`config.mk`:
```
export PLATFORM = sky130hd
export DESIGN_NAME = mfcc_frame_buffer
export DESIGN_NICKNAME = d
export VERILOG_FILES = /design/src/rtl/mfcc_frame_buffer.sv
export SDC_FILE = /design/constraint.sdc
export NUM_CORES = 1
export LEC_CHECK = 0
export BUFFER_PORTS_ARGS = -buffer_cell sky130_fd_sc_hd__buf_4
export CORE_MARGIN = 2
export CORE_UTILIZATION = 30
export DETAILED_ROUTE_END_ITERATION = 6
export SLEW_MARGIN = 20
export SYNTH_ARGS = -nofsm -noshare
export SYNTH_HDL_FRONTEND = slang
export SYNTH_SLANG_ARGS = --single-unit
```
`constraint.sdc`:
```
create_clock -name clk -period 3.3 [get_ports clk]
set_input_delay 0.495 -clock clk [delete_from_list [all_inputs] [get_ports clk]]
set_output_delay 0.495 -clock clk [all_outputs]
set_load 0.02 [all_outputs]
```
`src/rtl/mfcc_frame_buffer.sv`:
```
// Double-buffered MFCC frame collector that replays whole frames over a valid/ready stream.
// Define MFCC_DELTA_EN to append saturated per-coefficient deltas to every output frame.
module mfcc_frame_buffer #(
    parameter int unsigned NUM_COEFFS     = 4,
    parameter int unsigned DATA_WIDTH     = 16,
    parameter int unsigned FRAME_ID_WIDTH = 8
) (
    input  logic                      clk,
    input  logic                      rst,
    input  logic [DATA_WIDTH-1:0]     mfcc_in,
    input  logic                      valid_in,
    output logic [DATA_WIDTH-1:0]     out_data,
    output logic                      out_valid,
    input  logic                      out_ready,
    output logic                      out_last,
    output logic [FRAME_ID_WIDTH-1:0] out_frame_id,
    output logic                      overflow,
    input  logic                      clear_ovf
);

    localparam int unsigned IDX_W = (NUM_COEFFS > 1) ? $clog2(NUM_COEFFS) : 1;
`ifdef MFCC_DELTA_EN
    localparam int unsigned RD_LEN = 2 * NUM_COEFFS;
`else
    localparam int unsigned RD_LEN = NUM_COEFFS;
`endif
    localparam int unsigned RD_W = (RD_LEN > 1) ? $clog2(RD_LEN) : 1;
    localparam logic [IDX_W-1:0] LAST_WR = IDX_W'(NUM_COEFFS - 1);
    localparam logic [RD_W-1:0]  LAST_RD = RD_W'(RD_LEN - 1);

    typedef enum logic [0:0] {StIdle, StStream} rd_state_e;

    // Frame storage and bank bookkeeping
    logic [DATA_WIDTH-1:0]     mem_q     [2][NUM_COEFFS];
    logic [1:0]                full_q;
    logic [FRAME_ID_WIDTH-1:0] bank_id_q [2];

    // Write side
    logic                      in_valid_q;
    logic [DATA_WIDTH-1:0]     in_data_q;
    logic                      wr_bank_q;
    logic [IDX_W-1:0]          wr_idx_q;
    logic                      drop_q;
    logic [FRAME_ID_WIDTH-1:0] in_frame_id_q;

    // Read side
    rd_state_e                 state_q;
    logic                      rd_bank_q;
    logic [RD_W-1:0]           rd_idx_q;
    logic [RD_W-1:0]           rd_sel;
    logic [DATA_WIDTH-1:0]     rd_word;
    logic                      rd_release;

    logic wr_first, wr_final, bank_free, wr_keep, wr_commit, wr_drop_start;

    // Final handshake of the frame currently on the output
    assign rd_release = (state_q == StStream) && out_ready && out_last;

    // A bank freed by this cycle's final handshake may be refilled immediately
    assign wr_first      = (wr_idx_q == '0);
    assign wr_final      = (wr_idx_q == LAST_WR);
    assign bank_free     = !full_q[wr_bank_q] || (rd_release && (rd_bank_q == wr_bank_q));
    assign wr_keep       = wr_first ? bank_free : !drop_q;
    assign wr_commit     = in_valid_q && wr_keep && wr_final;
    assign wr_drop_start = in_valid_q && wr_first && !bank_free;

    // Input register: gives the write decision a full cycle and sets the output latency
    always_ff @(posedge clk) begin
        if (!rst) begin
            in_valid_q    <= 1'b0;
            in_data_q     <= '0;
            wr_bank_q     <= 1'b0;
            wr_idx_q      <= '0;
            drop_q        <= 1'b0;
            in_frame_id_q <= '0;
            overflow      <= 1'b0;
            bank_id_q[0]  <= '0;
            bank_id_q[1]  <= '0;
        end else begin
            in_valid_q <= valid_in;
            in_data_q  <= mfcc_in;
            if (in_valid_q) begin
                if (wr_first) begin
                    drop_q <= !bank_free;
                end
                if (wr_final) begin
                    wr_idx_q      <= '0;
                    in_frame_id_q <= in_frame_id_q + FRAME_ID_WIDTH'(1);
                end else begin
                    wr_idx_q <= wr_idx_q + IDX_W'(1);
                end
                if (wr_commit) begin
                    bank_id_q[wr_bank_q] <= in_frame_id_q;
                    wr_bank_q            <= ~wr_bank_q;
                end
            end
            if (wr_drop_start) begin
                overflow <= 1'b1;
            end else if (clear_ovf) begin
                overflow <= 1'b0;
            end
        end
    end

    always_ff @(posedge clk) begin
        if (in_valid_q && wr_keep) begin
            mem_q[wr_bank_q][wr_idx_q] <= in_data_q;
        end
    end

    // Set after clear so a same-bank release and commit leaves the bank full
    always_ff @(posedge clk) begin
        if (!rst) begin
            full_q <= '0;
        end else begin
            if (rd_release) begin
                full_q[rd_bank_q] <= 1'b0;
            end
            if (wr_commit) begin
                full_q[wr_bank_q] <= 1'b1;
            end
        end
    end

    // Index of the word to present after the next load
    assign rd_sel = (state_q == StIdle) ? '0 : rd_idx_q + RD_W'(1);

`ifdef MFCC_DELTA_EN
    logic [DATA_WIDTH-1:0] prev_q [NUM_COEFFS];

    function automatic logic [DATA_WIDTH-1:0] sat_sub(input logic [DATA_WIDTH-1:0] a,
                                                      input logic [DATA_WIDTH-1:0] b);
        logic [DATA_WIDTH:0] diff;
        diff = {a[DATA_WIDTH-1], a} - {b[DATA_WIDTH-1], b};
        if (diff[DATA_WIDTH] != diff[DATA_WIDTH-1]) begin
            sat_sub = diff[DATA_WIDTH] ? {1'b1, {(DATA_WIDTH-1){1'b0}}}
                                       : {1'b0, {(DATA_WIDTH-1){1'b1}}};
        end else begin
            sat_sub = diff[DATA_WIDTH-1:0];
        end
    endfunction

    always_comb begin
        rd_word = '0;
        if (rd_sel < RD_W'(NUM_COEFFS)) begin
            rd_word = mem_q[rd_bank_q][IDX_W'(rd_sel)];
        end else begin
            rd_word = sat_sub(mem_q[rd_bank_q][IDX_W'(rd_sel - RD_W'(NUM_COEFFS))],
                              prev_q[IDX_W'(rd_sel - RD_W'(NUM_COEFFS))]);
        end
    end

    // History follows released frames only, so dropped frames never reach it
    always_ff @(posedge clk) begin
        if (!rst) begin
            for (int i = 0; i < NUM_COEFFS; i++) begin
                prev_q[i] <= '0;
            end
        end else if (rd_release) begin
            for (int i = 0; i < NUM_COEFFS; i++) begin
                prev_q[i] <= mem_q[rd_bank_q][i];
            end
        end
    end
`else
    always_comb begin
        rd_word = '0;
        rd_word = mem_q[rd_bank_q][IDX_W'(rd_sel)];
    end
`endif

    // Read FSM; every output is registered and only reloaded on a handshake
    always_ff @(posedge clk) begin
        if (!rst) begin
            state_q      <= StIdle;
            rd_bank_q    <= 1'b0;
            rd_idx_q     <= '0;
            out_valid    <= 1'b0;
            out_data     <= '0;
            out_last     <= 1'b0;
            out_frame_id <= '0;
        end else begin
            case (state_q)
                StIdle: begin
                    if (full_q[rd_bank_q]) begin
                        state_q      <= StStream;
                        rd_idx_q     <= '0;
                        out_valid    <= 1'b1;
                        out_data     <= rd_word;
                        out_last     <= (LAST_RD == '0);
                        out_frame_id <= bank_id_q[rd_bank_q];
                    end
                end
                StStream: begin
                    if (out_ready) begin
                        if (out_last) begin
                            state_q   <= StIdle;
                            out_valid <= 1'b0;
                            out_last  <= 1'b0;
                            rd_bank_q <= ~rd_bank_q;
                            rd_idx_q  <= '0;
                        end else begin
                            rd_idx_q <= rd_sel;
                            out_data <= rd_word;
                            out_last <= (rd_sel == LAST_RD);
                        end
                    end
                end
                default: state_q <= StIdle;
            endcase
        end
    end

    a_hold_when_stalled: assert property (@(posedge clk) disable iff (!rst)
        out_valid && !out_ready |=> out_valid && $stable(out_data) && $stable(out_last)
                                    && $stable(out_frame_id));

    a_last_needs_valid: assert property (@(posedge clk) disable iff (!rst)
        out_last |-> out_valid);

endmodule

```
* Word-level counts from Yosys, hierarchy flattened
Memory sizes are Yosys's and may differ from the RTL's. A register that Yosys moved wholly into a read port is not among the register bits.
Index checks and enable logic that the tools add are counted.
** Word-level totals
- Bits in registers :: 54
- Memory bits (writable) :: 144
- Output and inout port bits :: 27
- Logic and storage cells :: 120
- Memories kept :: 2
** Memories
- mem_q :: words 2, bits a word 64, rd ports 1, clocked after Yosys merged registers in 1, wr ports 1, line 34 : logic [DATA_WIDTH-1:0] mem_q [2][NUM_COEFFS];
- bank_id_q :: words 2, bits a word 8, rd ports 1, clocked after Yosys merged registers in 1, wr ports 2, line 36 : logic [FRAME_ID_WIDTH-1:0] bank_id_q [2];
** Operators by class
- Add/subtract/negate cells :: 3
- Magnitude comparators :: 7
- Eq/ne operators :: 7
- Multiplexer cells :: 53
- Bitwise gates (word level) :: 8
- Reduce and logical (&&, ||, !) cells :: 26
** Operator list (number)
- 16-bit 2-to-1 mux :: 6
- 64-bit 2-to-1 mux :: 1
- 16-bit binary-select mux with 2-bit select :: 1
- 16-bit demux with 2-bit select :: 1
- 16-bit case mux with 2 select lines :: 1
- 1-bit 2-to-1 mux :: 28
- 2-bit 2-to-1 mux :: 8
- 1-bit logical AND :: 10
- 2-bit AND reduction :: 5
- 3-bit AND reduction :: 3
- 8-bit by 1-bit adder with 8-bit output (second input constant) :: 1
- 8-bit 2-to-1 mux :: 1
- 8-bit OR reduction :: 1
- 3-bit greater-or-equal comparator (second input constant) :: 2
- 2-bit != test (second input constant) :: 3
- 2-bit inverter with 3-bit output :: 2
- 1-bit case mux with 2 select lines :: 3
- 2-bit by 1-bit adder with 2-bit output (second input constant) :: 2
- 2-bit equality test (second input constant) :: 2
- 1-bit zero test :: 4
- 1-bit by 2-bit less-than comparator with 1-bit output (second input constant) :: 2
- 2-bit case mux with 2 select lines :: 1
- 3-bit by 1-bit less-than comparator with 1-bit output (second input constant) :: 1
- 1-bit inverter :: 3
- other kinds (10) :: 12

* Logic depth before layout (Yosys ltp)
- Depth after elaboration :: 13
- Gate-level depth with buffers :: 6
- Mapped depth without buffers :: 6

* Worst setup path before layout
Ideal clock, no wire load.
- Kind :: register -> register
- From :: register wr_bank_q
- To :: memory mem_q[0][16] (netlist bit), enable pin
- Setup time :: 413 ps
- Arrival :: 2408 ps
- Data required time :: 2887 ps
- Path slack :: 479 ps
- Cell stages (with the launch flop) :: 6
- Clock period less this slack :: 2821 ps
- Path through :: dfxtp_1 > buf_2 > mux2_1 > a21bo_2 > a31oi_1 > nor3b_1
** On the way
- Word-level cells in the longest chain between the ends :: 8
- Elaborated cells on any way between the ends :: 10
** RTL lines
- start, declared :: line 41 : logic wr_bank_q;
- start signal, assigned :: line 94 : wr_bank_q <= ~wr_bank_q;
- 1-bit 2-to-1 mux (not written as such) (2 in a row) :: line 62 : assign bank_free = !full_q[wr_bank_q] || (rd_release && (rd_bank_q == wr_bank_q));
- 1-bit zero test :: line 62
- 1-bit logical OR :: line 62
- 1-bit 2-to-1 mux :: line 63 : assign wr_keep = wr_first ? bank_free : !drop_q;
- 1-bit logical AND :: line 106 : if (in_valid_q && wr_keep) begin
- 1-bit 2-to-1 mux :: line 106
- 64-bit 2-to-1 mux (not written as such) :: line 107 : mem_q[wr_bank_q][wr_idx_q] <= in_data_q;
- end, declared :: line 34
Parallel ways exist; a longest one is shown, timed or not. The select of a mux whose other input is x is not followed.

* Worst setup path in the final report
- From :: register wr_idx_q[0]
- To :: memory mem_q[1][15] (netlist bit), enable pin
** On the way
- Word-level cells in the longest chain between the ends :: 6
- Elaborated cells on any way between the ends :: 11
** RTL lines
- start, declared :: line 42 : logic [IDX_W-1:0] wr_idx_q;
- start signal, assigned :: line 90 : wr_idx_q <= wr_idx_q + IDX_W'(1);
- 2-bit inverter with 3-bit output (not written as such) :: line 107
- 3-bit greater-or-equal comparator (not written as such) / 3-bit by 1-bit less-than comparator with 1-bit output (equally long branches) :: line 107
- 1-bit logical AND (not written as such) :: line 107
- 16-bit 2-to-1 mux (not written as such) :: line 107
- 16-bit demux with 2-bit select :: line 107
- 64-bit 2-to-1 mux (not written as such) (*) :: line 107
Every way passes the cells marked *; elsewhere a longest branch is shown, timed or not.

==> impl_metrics.tcl <==
set metrics [dict create \
    max_freq_mhz 414 \
    cts_root_buf "clkbuf_16" \
    ant_nets 0 \
    syn2layout_area_growth_pct 19.2 \
    arrival_ns 2.54 \
    nets 588 \
    cts_resized 0 \
    r2r_slack_ns 0.88 \
    critical_path_class "flip-flop to flip-flop" \
    required_ns 3.42 \
    slew_violations 0 \
    tightest_slew_ns 0.805 \
    grt.total_usage_pct 11.0 \
    ctsHoldBuffers 0 \
    cts_buffers 22 \
    fin_setup_tns_ns 0 \
    cp-end-kind "flip-flop" \
    min_period_over_period_pct 73.2 \
    maxCapViolCount 0 \
    timing.rr.start "wr_idx_q[0]$_SDFFE_PN0P_" \
    hp-start "mfcc_in[14]" \
    seqPwrFrac_pct 52.3 \
    grt_setup_unrepaired "no" \
    p_int_mw 4.39 \
    total_power_mw 5.45 \
    clock_latency_ns 0.50 \
    route.detailed.drc 0 \
    drive_above_1_share_pct 26.0 \
    grt_first_pass_wirelength_um 24200 \
    hold_path_class "input pin to flip-flop" \
    coreArea_sq_um 25900 \
    die_area_sq_um 27500 \
    clock_skew_ns 0.0113 \
    first_global_vias 4404 \
    vias 4194 \
    min_to "in_data_q[14]$_SDFF_PN0_" \
    power_density_nw_per_um2 581 \
    async_flop_share_pct 0 \
    ys_seq_elements 207 \
    place_area_sq_um 8620 \
    comb_power_share_pct 1.9 \
    ys_types 44 \
    wl_per_cell_um 16.5 \
    io_pins 48 \
    grt_overflow 0 \
    vdd_drop_max_mv 0.304 \
    swShare_pct 19.3 \
    place_inst 873 \
    dr.pass1.iters 4 \
    vias_per_cell 4.59 \
    dp_hpwl_um 9590 \
    ctsLongestPathBuffers 3 \
    cts_tree "done" \
    switchingPower_mw 1.05 \
    setup_viol 0 \
    cp-start-kind "flip-flop" \
    cpMaxStageDelayCell "inv_1" \
    multiInputGateArea_sq_um 2110 \
    syn_nets 533 \
    die_x_um 166 \
    antenna_found_initial 0 \
    io_buffers 47 \
    stdcell_area_sq_um 9370 \
    synth_edf_count 144 \
    stdcell_count 913 \
    status "completed" \
    r2r_cells 6 \
    yosysWarnings 0 \
    drtIter0Drc 267 \
    postSynthCellCount 507 \
    seq_area_sq_um 5590 \
    max_stage_delay_ns 0.60 \
    synth_flop_cell "edfxtp_1" \
    ys_seq_area_share_pct 71.1 \
    start_util_pct 30.3 \
    hold_depth 2 \
    maxSlewHeadroom_pct 46.3 \
    rows 59 \
    wirelength_um 15000 \
    crit_fanout 16 \
    p_leak_nw 3.12 \
    diodes 0 \
    grt_start_max_net_pins 42 \
    hold_viol_final 0 \
    period_needed_ns 2.42 \
    finalWeightedCongestion 0.726 \
    ctsHtreeMaxLevel 1 \
    avgSynthCellArea_sq_um 15.5 \
    path_cells "inv_1 -> ha_1 -> nor3b_2 -> a21oi_2 -> a211o_1 -> inv_1" \
    syn_area_sq_um 7860 \
    clock_sinks 207 \
    r2r_end "mem_q[1][15]$_DFFE_PP_" \
    clkPwrFrac_pct 45.8 \
    crit_top_cell "inv_1" \
    die_y_um 166 \
    cts.clk_slew.worst_paths_ns 0.06 \
    fillers 2390 \
    post_cts_buffers 0 \
]
cells in the final DEF (no fill, tap or decap), drive strengths merged, types with 2 or more instances in the layout:
cell type  count
edfxtp       144
dfxtp         63
buf           58
nand2         47
nor2          33
mux4          31
and2          29
clkbuf        28
o21ai         20
a31oi         18
inv           17
mux2i         14
a211oi        10
a21oi          9
clkinv         8
nand3          7
xnor2          7
nor3b          5
ha             5
a211o          3
or3            3
bufinv         3
nor4           2
nor2b          2
o22ai          2
worst max-delay path by stage:
stage                             endpoint  cells past startpoint                startpoint  slack, ns
floorplan           mem_q[0][16]$_DFFE_PP_                      5    wr_bank_q$_SDFFE_PN0P_       0.48
global placement    mem_q[0][12]$_DFFE_PP_                      6  wr_idx_q[0]$_SDFFE_PN0P_       0.99
detailed placement  mem_q[0][12]$_DFFE_PP_                      6  wr_idx_q[0]$_SDFFE_PN0P_       0.88
CTS                 mem_q[0][11]$_DFFE_PP_                      6  wr_idx_q[0]$_SDFFE_PN0P_       0.85
global route        mem_q[0][11]$_DFFE_PP_                      6  wr_idx_q[0]$_SDFFE_PN0P_       0.69
finish              mem_q[1][15]$_DFFE_PP_                      6  wr_idx_q[0]$_SDFFE_PN0P_       0.88
per-layer routing:
metal	vias to the layer above	global-route usage, %	share of wire, %
li1	2008	-	-
met1	2083	14.0	44
met2	85	19.0	50
met3	18	1.88	4.5
met4	0	3.59	1.8
met5	-	0	0
cell families after synthesis:
| group | count (synthesis) | synth area share (%) |
|---|---|---|
| flops | 207 | 71.1 |
| simple gates | 132 | 8.39 |
| compound gates | 66 | 5.51 |
| mux | 46 | 10.8 |
| buf+inv | 43 | 2.44 |
| xor+xnor | 8 | 0.987 |
| fa+ha+maj | 5 | 0.796 |
stage by stage:
| step | hold WS, ns | setup WS (ns) | utilization, % |
|---|---|---|---|
| floorplan | 0.466 | 0.479 | - |
| global placement | 0.454 | 0.990 | 33.3 |
| detailed placement | 0.456 | 0.879 | 33.3 |
| CTS | 0.188 | 0.854 | 36.1 |
| global route | 0.196 | 0.692 | 36.1 |
| finish | 0.206 | 0.883 | 36.1 |
Yosys cell counts (2+ instances only):
cell type / count / area share [%]
edfxtp_1: 144 / 55
dfxtp_1: 63 / 16
nand2_1: 47 / 2.2
mux4_2: 31 / 8.9
and2_1: 28 / 2.2
nor2_1: 25 / 1.2
a31oi_1: 18 / 1.4
o21ai_0: 18 / 1.1
inv_1: 15 / 0.72
mux2i_1: 14 / 1.8
buf_2: 12 / 0.76
a211oi_1: 9 / 0.86
clkbuf_1: 9 / 0.43
a21oi_1: 8 / 0.51
nor2_2: 8 / 0.64
nand3_1: 7 / 0.45
xnor2_1: 6 / 0.67
ha_1: 5 / 0.80
buf_4: 4 / 0.38
nor3b_1: 4 / 0.38
a211o_1: 3 / 0.33
or3_1: 3 / 0.24
buf_1: 2 / 0.096
nor2b_1: 2 / 0.16
nor4_1: 2 / 0.16
o22ai_1: 2 / 0.16
state kept, by name, indices dropped and copies added, names as in the netlist, 8 cells and up, named ones only:
register       flops
in_data_q         16
bank_id_q         16
out_data          16
mem_q            128
out_frame_id       8
in_frame_id_q      8
cell type report:
type,count,area share [%]
clock buffer,28,6.45
timing repair buffer,58,4.78
sequential,207,59.6
multi-input combinational,257,22.5
inverter,16,0.641
clock inverter,12,1.47
tap,335,4.48
power by group through the flow:
| stage | Combinational, mW | Clock (mW) | Sequential, mW |
|---|---|---|---|
| 6_report | 0.104 | 2.49 | 2.85 |
| 3_5_place_dp | 0.106 | 0 | 2.90 |
| 2_1_floorplan | 0.0629 | 0 | 2.89 |
| 3_3_place_gp | 0.106 | 0 | 2.90 |
| 4_1_cts | 0.107 | 2.55 | 2.85 |
| 5_1_grt | 0.118 | 2.66 | 2.85 |
worst max-delay path, delay by kind of cell, from the launching register on:
| family | cells | cell delay, ns |
|---|---|---|
| buf+inv | 2 | 0.69 |
| compound gates | 2 | 0.44 |
| flops | 1 | 0.42 |
| fa+ha+maj | 1 | 0.25 |
| simple gates | 1 | 0.23 |
No activity file was read; power rests on OpenSTA's default activity.
